**config.mk**
```make
export PLATFORM = sky130hd
export DESIGN_NAME = systolic_stream_collector
export DESIGN_NICKNAME = d
export VERILOG_FILES = /design/src/rtl/systolic_stream_collector.sv
export SDC_FILE = /design/constraint.sdc
export NUM_CORES = 1
export LEC_CHECK = 0
export BUFFER_PORTS_ARGS = -buffer_cell sky130_fd_sc_hd__buf_2
export CORE_ASPECT_RATIO = 1.25
export CORE_MARGIN = 2
export CORE_UTILIZATION = 65
export CTS_BUF_LIST = sky130_fd_sc_hd__clkbuf_16
export DETAILED_ROUTE_END_ITERATION = 16
export GPL_TIMING_DRIVEN = 1
export PLACE_DENSITY_LB_ADDON = 0.3
export SYNTH_ARGS = -nofsm -noshare
export SYNTH_HDL_FRONTEND = slang
export SYNTH_SLANG_ARGS = --single-unit
```
**constraint.sdc**
```tcl
create_clock -name clk_i -period 5.9 [get_ports clk_i]
set_input_delay 0.59 -clock clk_i [delete_from_list [all_inputs] [get_ports clk_i]]
set_output_delay 0.59 -clock clk_i [all_outputs]
set_load 0.01 [all_outputs]
```
**src/rtl/systolic_stream_collector.sv**
```systemverilog
// Captures one M_ROWS x N_COLS result matrix from the systolic array stream, then drains it row-major over valid/ready.
// Optional idle-beat watchdog in COLLECT is enabled by defining SA_COLLECT_TIMEOUT_EN.
module systolic_stream_collector #(
    parameter int DATA_WIDTH     = 16,
    parameter int M_ROWS         = 5,
    parameter int N_COLS         = 5,
    parameter int TIMEOUT_CYCLES = 64,
    localparam int RW = (M_ROWS > 1) ? $clog2(M_ROWS) : 1,
    localparam int CW = (N_COLS > 1) ? $clog2(N_COLS) : 1
) (
    input  logic                  clk_i,
    input  logic                  rst_i,
    input  logic                  req_i,
    input  logic                  clr_i,
    output logic                  start_stream_o,
    output logic                  stream_clr_o,
    input  logic                  stream_valid_i,
    input  logic [DATA_WIDTH-1:0] stream_data_i,
    output logic                  busy_o,
    output logic                  done_o,
    output logic                  rd_valid_o,
    input  logic                  rd_ready_i,
    output logic [DATA_WIDTH-1:0] rd_data_o,
    output logic [RW-1:0]         rd_row_o,
    output logic [CW-1:0]         rd_col_o,
    output logic                  err_o
);

    // state   | meaning
    // IDLE    | waiting for req_i
    // START   | start_stream_o pulse to the array
    // COLLECT | capturing stream beats row-major
    // DRAIN   | presenting captured elements on the read port
    localparam logic [1:0] S_IDLE    = 2'd0;
    localparam logic [1:0] S_START   = 2'd1;
    localparam logic [1:0] S_COLLECT = 2'd2;
    localparam logic [1:0] S_DRAIN   = 2'd3;

    localparam logic [RW-1:0] ROW_LAST = RW'(M_ROWS - 1);
    localparam logic [CW-1:0] COL_LAST = CW'(N_COLS - 1);

    logic [1:0]    state_q, state_d;
    logic [RW-1:0] wr_row_q, wr_row_d, rd_row_q, rd_row_d;
    logic [CW-1:0] wr_col_q, wr_col_d, rd_col_q, rd_col_d;
    logic          done_q, done_d;
    logic          sclr_q, sclr_d;
    logic          wr_en;
    logic          abort;
    logic          timeout;

    logic [DATA_WIDTH-1:0] mem_q [M_ROWS][N_COLS];

`ifdef SA_COLLECT_TIMEOUT_EN
    localparam int TW = (TIMEOUT_CYCLES > 2) ? $clog2(TIMEOUT_CYCLES) : 1;
    localparam logic [TW-1:0] IDLE_LOAD = TW'(TIMEOUT_CYCLES - 1);

    logic [TW-1:0] idle_q, idle_d;
    logic          err_q, err_d;

    // Down-counter reloads on COLLECT entry and every beat; hitting zero on an idle cycle is the timeout.
    always_comb begin
        idle_d = idle_q;
        if (state_q == S_START || (state_q == S_COLLECT && stream_valid_i)) begin
            idle_d = IDLE_LOAD;
        end else if (state_q == S_COLLECT && idle_q != '0) begin
            idle_d = idle_q - 1'b1;
        end
    end

    assign timeout = (state_q == S_COLLECT) && !stream_valid_i && (idle_q == '0);

    always_comb begin
        err_d = err_q;
        if (state_q == S_IDLE && req_i) begin
            err_d = 1'b0;
        end
        if (timeout) begin
            err_d = 1'b1;
        end
    end

    always_ff @(posedge clk_i or posedge rst_i) begin
        if (rst_i) begin
            idle_q <= '0;
            err_q  <= 1'b0;
        end else begin
            idle_q <= idle_d;
            err_q  <= err_d;
        end
    end

    assign err_o = err_q;
`else
    assign timeout = 1'b0;
    assign err_o   = 1'b0;
`endif

    always_comb begin
        state_d  = state_q;
        wr_row_d = wr_row_q;
        wr_col_d = wr_col_q;
        rd_row_d = rd_row_q;
        rd_col_d = rd_col_q;
        done_d   = 1'b0;
        sclr_d   = 1'b0;
        wr_en    = 1'b0;
        abort    = timeout || (clr_i && state_q != S_IDLE);

        case (state_q)
            S_IDLE: begin
                if (req_i) begin
                    state_d = S_START;
                end
            end
            S_START: begin
                state_d = S_COLLECT;
            end
            S_COLLECT: begin
                if (stream_valid_i) begin
                    wr_en = 1'b1;
                    if (wr_col_q == COL_LAST) begin
                        wr_col_d = '0;
                        if (wr_row_q == ROW_LAST) begin
                            wr_row_d = '0;
                            state_d  = S_DRAIN;
                            done_d   = 1'b1;
                        end else begin
                            wr_row_d = wr_row_q + 1'b1;
                        end
                    end else begin
                        wr_col_d = wr_col_q + 1'b1;
                    end
                end
            end
            S_DRAIN: begin
                if (rd_ready_i) begin
                    if (rd_col_q == COL_LAST) begin
                        rd_col_d = '0;
                        if (rd_row_q == ROW_LAST) begin
                            rd_row_d = '0;
                            state_d  = S_IDLE;
                        end else begin
                            rd_row_d = rd_row_q + 1'b1;
                        end
                    end else begin
                        rd_col_d = rd_col_q + 1'b1;
                    end
                end
            end
            default: state_d = S_IDLE;
        endcase

        // Abort wins over everything, including a final beat landing in the same cycle.
        if (abort) begin
            state_d  = S_IDLE;
            wr_row_d = '0;
            wr_col_d = '0;
            rd_row_d = '0;
            rd_col_d = '0;
            done_d   = 1'b0;
            sclr_d   = 1'b1;
            wr_en    = 1'b0;
        end
    end

    always_ff @(posedge clk_i or posedge rst_i) begin
        if (rst_i) begin
            state_q  <= S_IDLE;
            wr_row_q <= '0;
            wr_col_q <= '0;
            rd_row_q <= '0;
            rd_col_q <= '0;
            done_q   <= 1'b0;
            sclr_q   <= 1'b0;
        end else begin
            state_q  <= state_d;
            wr_row_q <= wr_row_d;
            wr_col_q <= wr_col_d;
            rd_row_q <= rd_row_d;
            rd_col_q <= rd_col_d;
            done_q   <= done_d;
            sclr_q   <= sclr_d;
        end
    end

    // Result buffer carries no reset; contents are only meaningful after a full capture.
    always_ff @(posedge clk_i) begin
        if (wr_en) begin
            mem_q[wr_row_q][wr_col_q] <= stream_data_i;
        end
    end

    assign start_stream_o = (state_q == S_START);
    assign stream_clr_o   = sclr_q;
    assign busy_o         = (state_q != S_IDLE);
    assign done_o         = done_q;
    assign rd_valid_o     = (state_q == S_DRAIN);
    assign rd_data_o      = rd_valid_o ? mem_q[rd_row_q][rd_col_q] : '0;
    assign rd_row_o       = rd_row_q;
    assign rd_col_o       = rd_col_q;

endmodule

```
Yosys cells after proc, flatten, opt, wreduce, memory -nomap -nowiden. Memories as Yosys holds them, arrays and structs flattened. Index checks and enable logic that the tools add are counted. W data, S select, Z words.

Add/subtract/negate cells: 4. Magnitude comparators: 3. Equal/unequal tests: 14. Mux-type cells: 44. Bitwise operators: 2. Reduce and logical (&&, ||, !) cells: 15.

Operator list (count): $mux W80 (1); $mux W16 (4); $mux W3 (18); $bmux W16 S3 (1); $demux W16 S3 (1); $mux W2 (8); $reduce_bool A2 Y1 (7); $add A3 B1 Y3 const B (4); $eq A3 B3 Y1 const B (4); $ne A3 B3 Y1 const B (4); $mux W1 (10); $ne A3 B1 Y1 const B (3); $ge A4 B4 Y1 const B (2); $not A3 Y4 (2); $pmux W2 S4 (1); $reduce_and A7 Y1 (1); $reduce_and A3 Y1 (2); $eq A2 B2 Y1 const B (2); $lt A4 B1 Y1 const B (1); $reduce_and A2 Y1 (2); $eq A2 B1 Y1 const B (1); $logic_and A1 B1 Y1 (2); $logic_not A2 Y1 (1).

Register bits: 16. Bits in writable memories: 400. Output and inout port bits: 28. Logic and storage cells: 90. Memories: 1.

Memory list: mem_q (words 5, bits a word 80, read ports 1, clocked after memory_dff 0, wr ports 1, line 51) `logic [DATA_WIDTH-1:0] mem_q [M_ROWS][N_COLS];`.

Depth between registers and ports, before layout.
Word-level depth: 6. Gate-level depth with buffers: 9.

Least setup slack after synthesis. Ideal clock, no wire load.

Kind: reg-to-reg. From: reg state_q[0]. To: mem mem_q[4][48] (netlist bit) (enable). Library setup time: 0.388 ns. Arrival time: 2.133 ns. Slack: 3.378 ns. Stages on the path, launching flop included: 9. Buffers on the path: 1. Period minus slack after synthesis: 2.522 ns. Path through: dfrtp_1 > inv_1 > ha_1 > nand2b_1 > buf_2 > nand2_1 > nor3_2 > nand3_1 > nor2_1.

Word-level cells in the longest chain between the ends: 5. Elaborated cells between the ends (all ways): 7. Classes of those cells: eq/ne: 1; mux: 4; reduce/logical: 2.

RTL lines: from (decl) (line 42) `logic [1:0] state_q, state_d;`; from (signal assigned) (line 176) `state_q <= state_d;`; $eq A2 B2 Y1 / $reduce_bool A2 Y1 (equally long branches) (line 109, 107); $mux W1 / $logic_and A1 B1 Y1 (equally long branches) (line 109, 107); $mux W1 (*) (line 154) `if (abort) begin`; $mux W1 (*) (line 188) `if (wr_en) begin`; $mux W80 (not written as such) (*) (line 189) `mem_q[wr_row_q][wr_col_q] <= stream_data_i;`; to (decl) (line 51).

Every way passes the cells marked *; elsewhere a longest branch is shown, timed or not.

Worst setup path after layout.
From: reg rd_col_q[0], in the netlist rd_col_o[0]. To: out rd_data_o[10].

Word-level cells in the longest chain between the ends: 5.

RTL lines: from (decl) (line 44) `logic [CW-1:0] wr_col_q, wr_col_d, rd_col_q, rd_col_d;`; from (signal assigned) (line 180) `rd_col_q <= rd_col_d;`; $not A3 Y4 (not written as such) (line 198) `assign rd_data_o = rd_valid_o ? mem_q[rd_row_q][rd_col_q] : '0;`; $bmux W16 S3 (line 198); $mux W16 (not written as such) (2 in a row) (line 198); $mux W16 (line 198); to (decl) (line 23) `output logic [DATA_WIDTH-1:0] rd_data_o,`.

Every way passes these cells. The select of a mux whose other input is x is not followed.

==> results.cfg <==
[outcome]
status = complete, no violations

[cts]
cts_tree = yes
clk_path_buf_depth = 3
clkLatencyLatePin_ns = 0.53
clkSinkCount = 416
cts_hold_buffers = 0
cts_resized = 0
cts_setup_buffers = 0
htree_levels = 2
numCtsBuffers = 39
root_buffer = clkbuf_16
clk_pin_slew_ns = 0.06

[routing]
drt-total-wl_um = 36400
num_vias = 8798
firstDrtPassIters = 7
drt_iter0_markers = 1196
wire_per_inst_um = 27.4
via_per_inst = 6.62
drc = 0
ant_nets = 0

[logic_synthesis]
ys.flop_type = edfxtp_1
ys_async_sr_fraction = 0.0385
synth_area_sq_um = 16500
synth.largest_area_cell = edfxtp_1
syn_avg_cell_area_sq_um = 18.6
synth_area_leaders = edfxtp_1, mux4_2, mux2i_1
synth.net_count = 922
synth_edf_count = 400
syn_inst = 888
ys_seq_elements = 416
synth_top_area_share = 0.727
yosys_warnings = 0
yosysMostFrequentCell = edfxtp_1
yosysSeqAreaShare = 0.752
yosysUniqueCellTypes = 46
ys_top_cells_by_count = edfxtp_1, mux2i_1, mux4_2

[placed_design]
place_inst = 1259
dp.final_hpwl_um = 22700
place.port_buffers = 48
place_congestion = 0.961

[final_layout]
seq_area_sq_um = 12400
synthToLayoutAreaGrowth_pct = 11.0
layout.cells.non_filler = 1329
multi_input_area_sq_um = 3790
fin_util = 0.730
fill_cells = 1477
nNetsFinal = 999
drive_gt1_frac = 0.210

[sta]
setup_viol = 0
drv_slew = 0
slew-limit-headroom = 0.260
clock_skew_ns = 0.0169
hold_viol = 0
max_freq_ghz = 0.254
fin_setup_tns_ns = 0
max_slew.worst_pin.slew_ns = 1.11
grt_setup_unrepaired = no
timing.hold.ws_ns = 0.155
min_period_over_period = 0.668
fin_crit_ns = 3.94

[floorplanning]
die_area_sq_um = 26700
start_util = 0.657
num_io_pins = 50
die_height_um = 182
fp.dieW_um = 147
rows = 65
coreArea_sq_um = 25100

[critical_path]
path_max_fanout = 28
crit_path_max_incr_delay_ns = 0.92
startpoint_type = flip-flop
crit_type = reg2out
critPathRequiredTime_ns = 5.31
path_buf_inv = 3
endpoint_kind = output pin
cpLargestDelayFamily = simple AND/OR/NAND/NOR gates
crit_chain = buf_4 -> clkinv_1 -> nand4_1 -> nor2_1 -> nand2_1 -> o211ai_1 -> buf_2
critPathSlowestCell = nor2_1
arrival_ns = 3.35

[power]
p_leak_uw = 0.00599
pwr_density_cell_nw_per_um2 = 392
peakVddDrop_uv = 296

[global_routing]
grt_pass1_wl_um = 54000
grt.overflow.total = 0
grt_max_degree = 48
grt_pass1_vias = 8773
antenna_found_initial = 4
grt_usage = 0.279

[flow_run]
maxCapViolations = 0

[hold_path]
hold_path.class = in2async
## power breakdown
group	total, uW	leakage [uW]	internal [uW]	switching, uW
Combinational	1410	0.00159	622	784
Clock	2340	0.000597	1300	1040
Sequential	3440	0.00381	3280	164
## layout make-up
type / instances / share of cell area
flip-flops and latches: 416 / 0.677
multi-input cells: 416 / 0.207
clock buffers: 41 / 0.0560
repair buffers: 77 / 0.0250
well taps: 335 / 0.0229
clock inverters: 26 / 0.00867
inverters: 15 / 0.00307
diodes: 3 / 0.000409
## state kept, by name, summed over array words and instances, names as in the netlist
name          count
wr_col_q          3
mem_q           400
done_o            1
state_q           2
stream_clr_o      1
wr_row_q          3
rd_row_o          3
rd_col_o          3
## routing by layer
metal,up-vias,GRT usage,routed length (um)
li1,3748,-,-
met1,4446,0.375,13300
met2,521,0.465,18100
met3,81,0.0578,3750
met4,2,0.0928,1220
met5,-,0,12
## layout by cell type (no fill, tap or decap), types with 21 or more instances in the layout
master and n:
clkbuf_16 41, nand2_1 21, mux4_2 52, edfxtp_1 400
a22oi_1 37, o22ai_1 28, nor2_1 39, buf_2 48
mux2i_1 86, buf_4 29
## through the flow
stage / worst slack [ns] / power [uW] / cell area [sq um]
after floorplan: 3.38 / 4510 / 16500
after global placement: 2.51 / 4870 / 17100
after detailed placement: 2.55 / 4900 / 17100
after CTS: 1.98 / 7200 / 18300
after global routing: 1.82 / 7420 / 18300
final: 1.96 / 7180 / 18300
## worst register-to-register path: stages, from the launching register on
cell and delay [ns]:
dfrtp_1 0.41, inv_1 0.10, ha_1 0.23, nand2b_1 0.34
nand2_1 0.14, nor3_2 0.22, nand3_1 0.27, nor2_1 0.76
buf_4 0.37
## final timing paths
path | from | end | slack [ns] | depth (start not counted)
worst max-delay path | rd_col_o[0] | rd_data_o[10] | 1.96 | 7
worst min-delay path | rst_i | rd_col_o[1] | 0.15 | 2
worst max register to register | state_q[0] | mem_q[3][48] | 2.75 | 8
worst min register to register | wr_row_q[1] | wr_row_q[1] | 0.60 | 2
max in group asynchronous | rst_i | rd_row_o[1] | 5.25 | 2
min in group clk_i | rd_ready_i | rd_col_o[2] | 0.38 | 3
## cell families (layout without fill, tap and decap cells)
logic type	count (synthesis)	in the layout	share of synthesized area
fa+ha+maj	12	12	0.00909
buf+inv	56	159	0.0199
xor+xnor	1	1	0.000530
simple gates	131	131	0.0405
other cells	1	4	0.000227
compound gates	125	125	0.0496
mux	146	146	0.129
flops	416	416	0.752
Note: power is estimated with default switching activity, not from simulation.
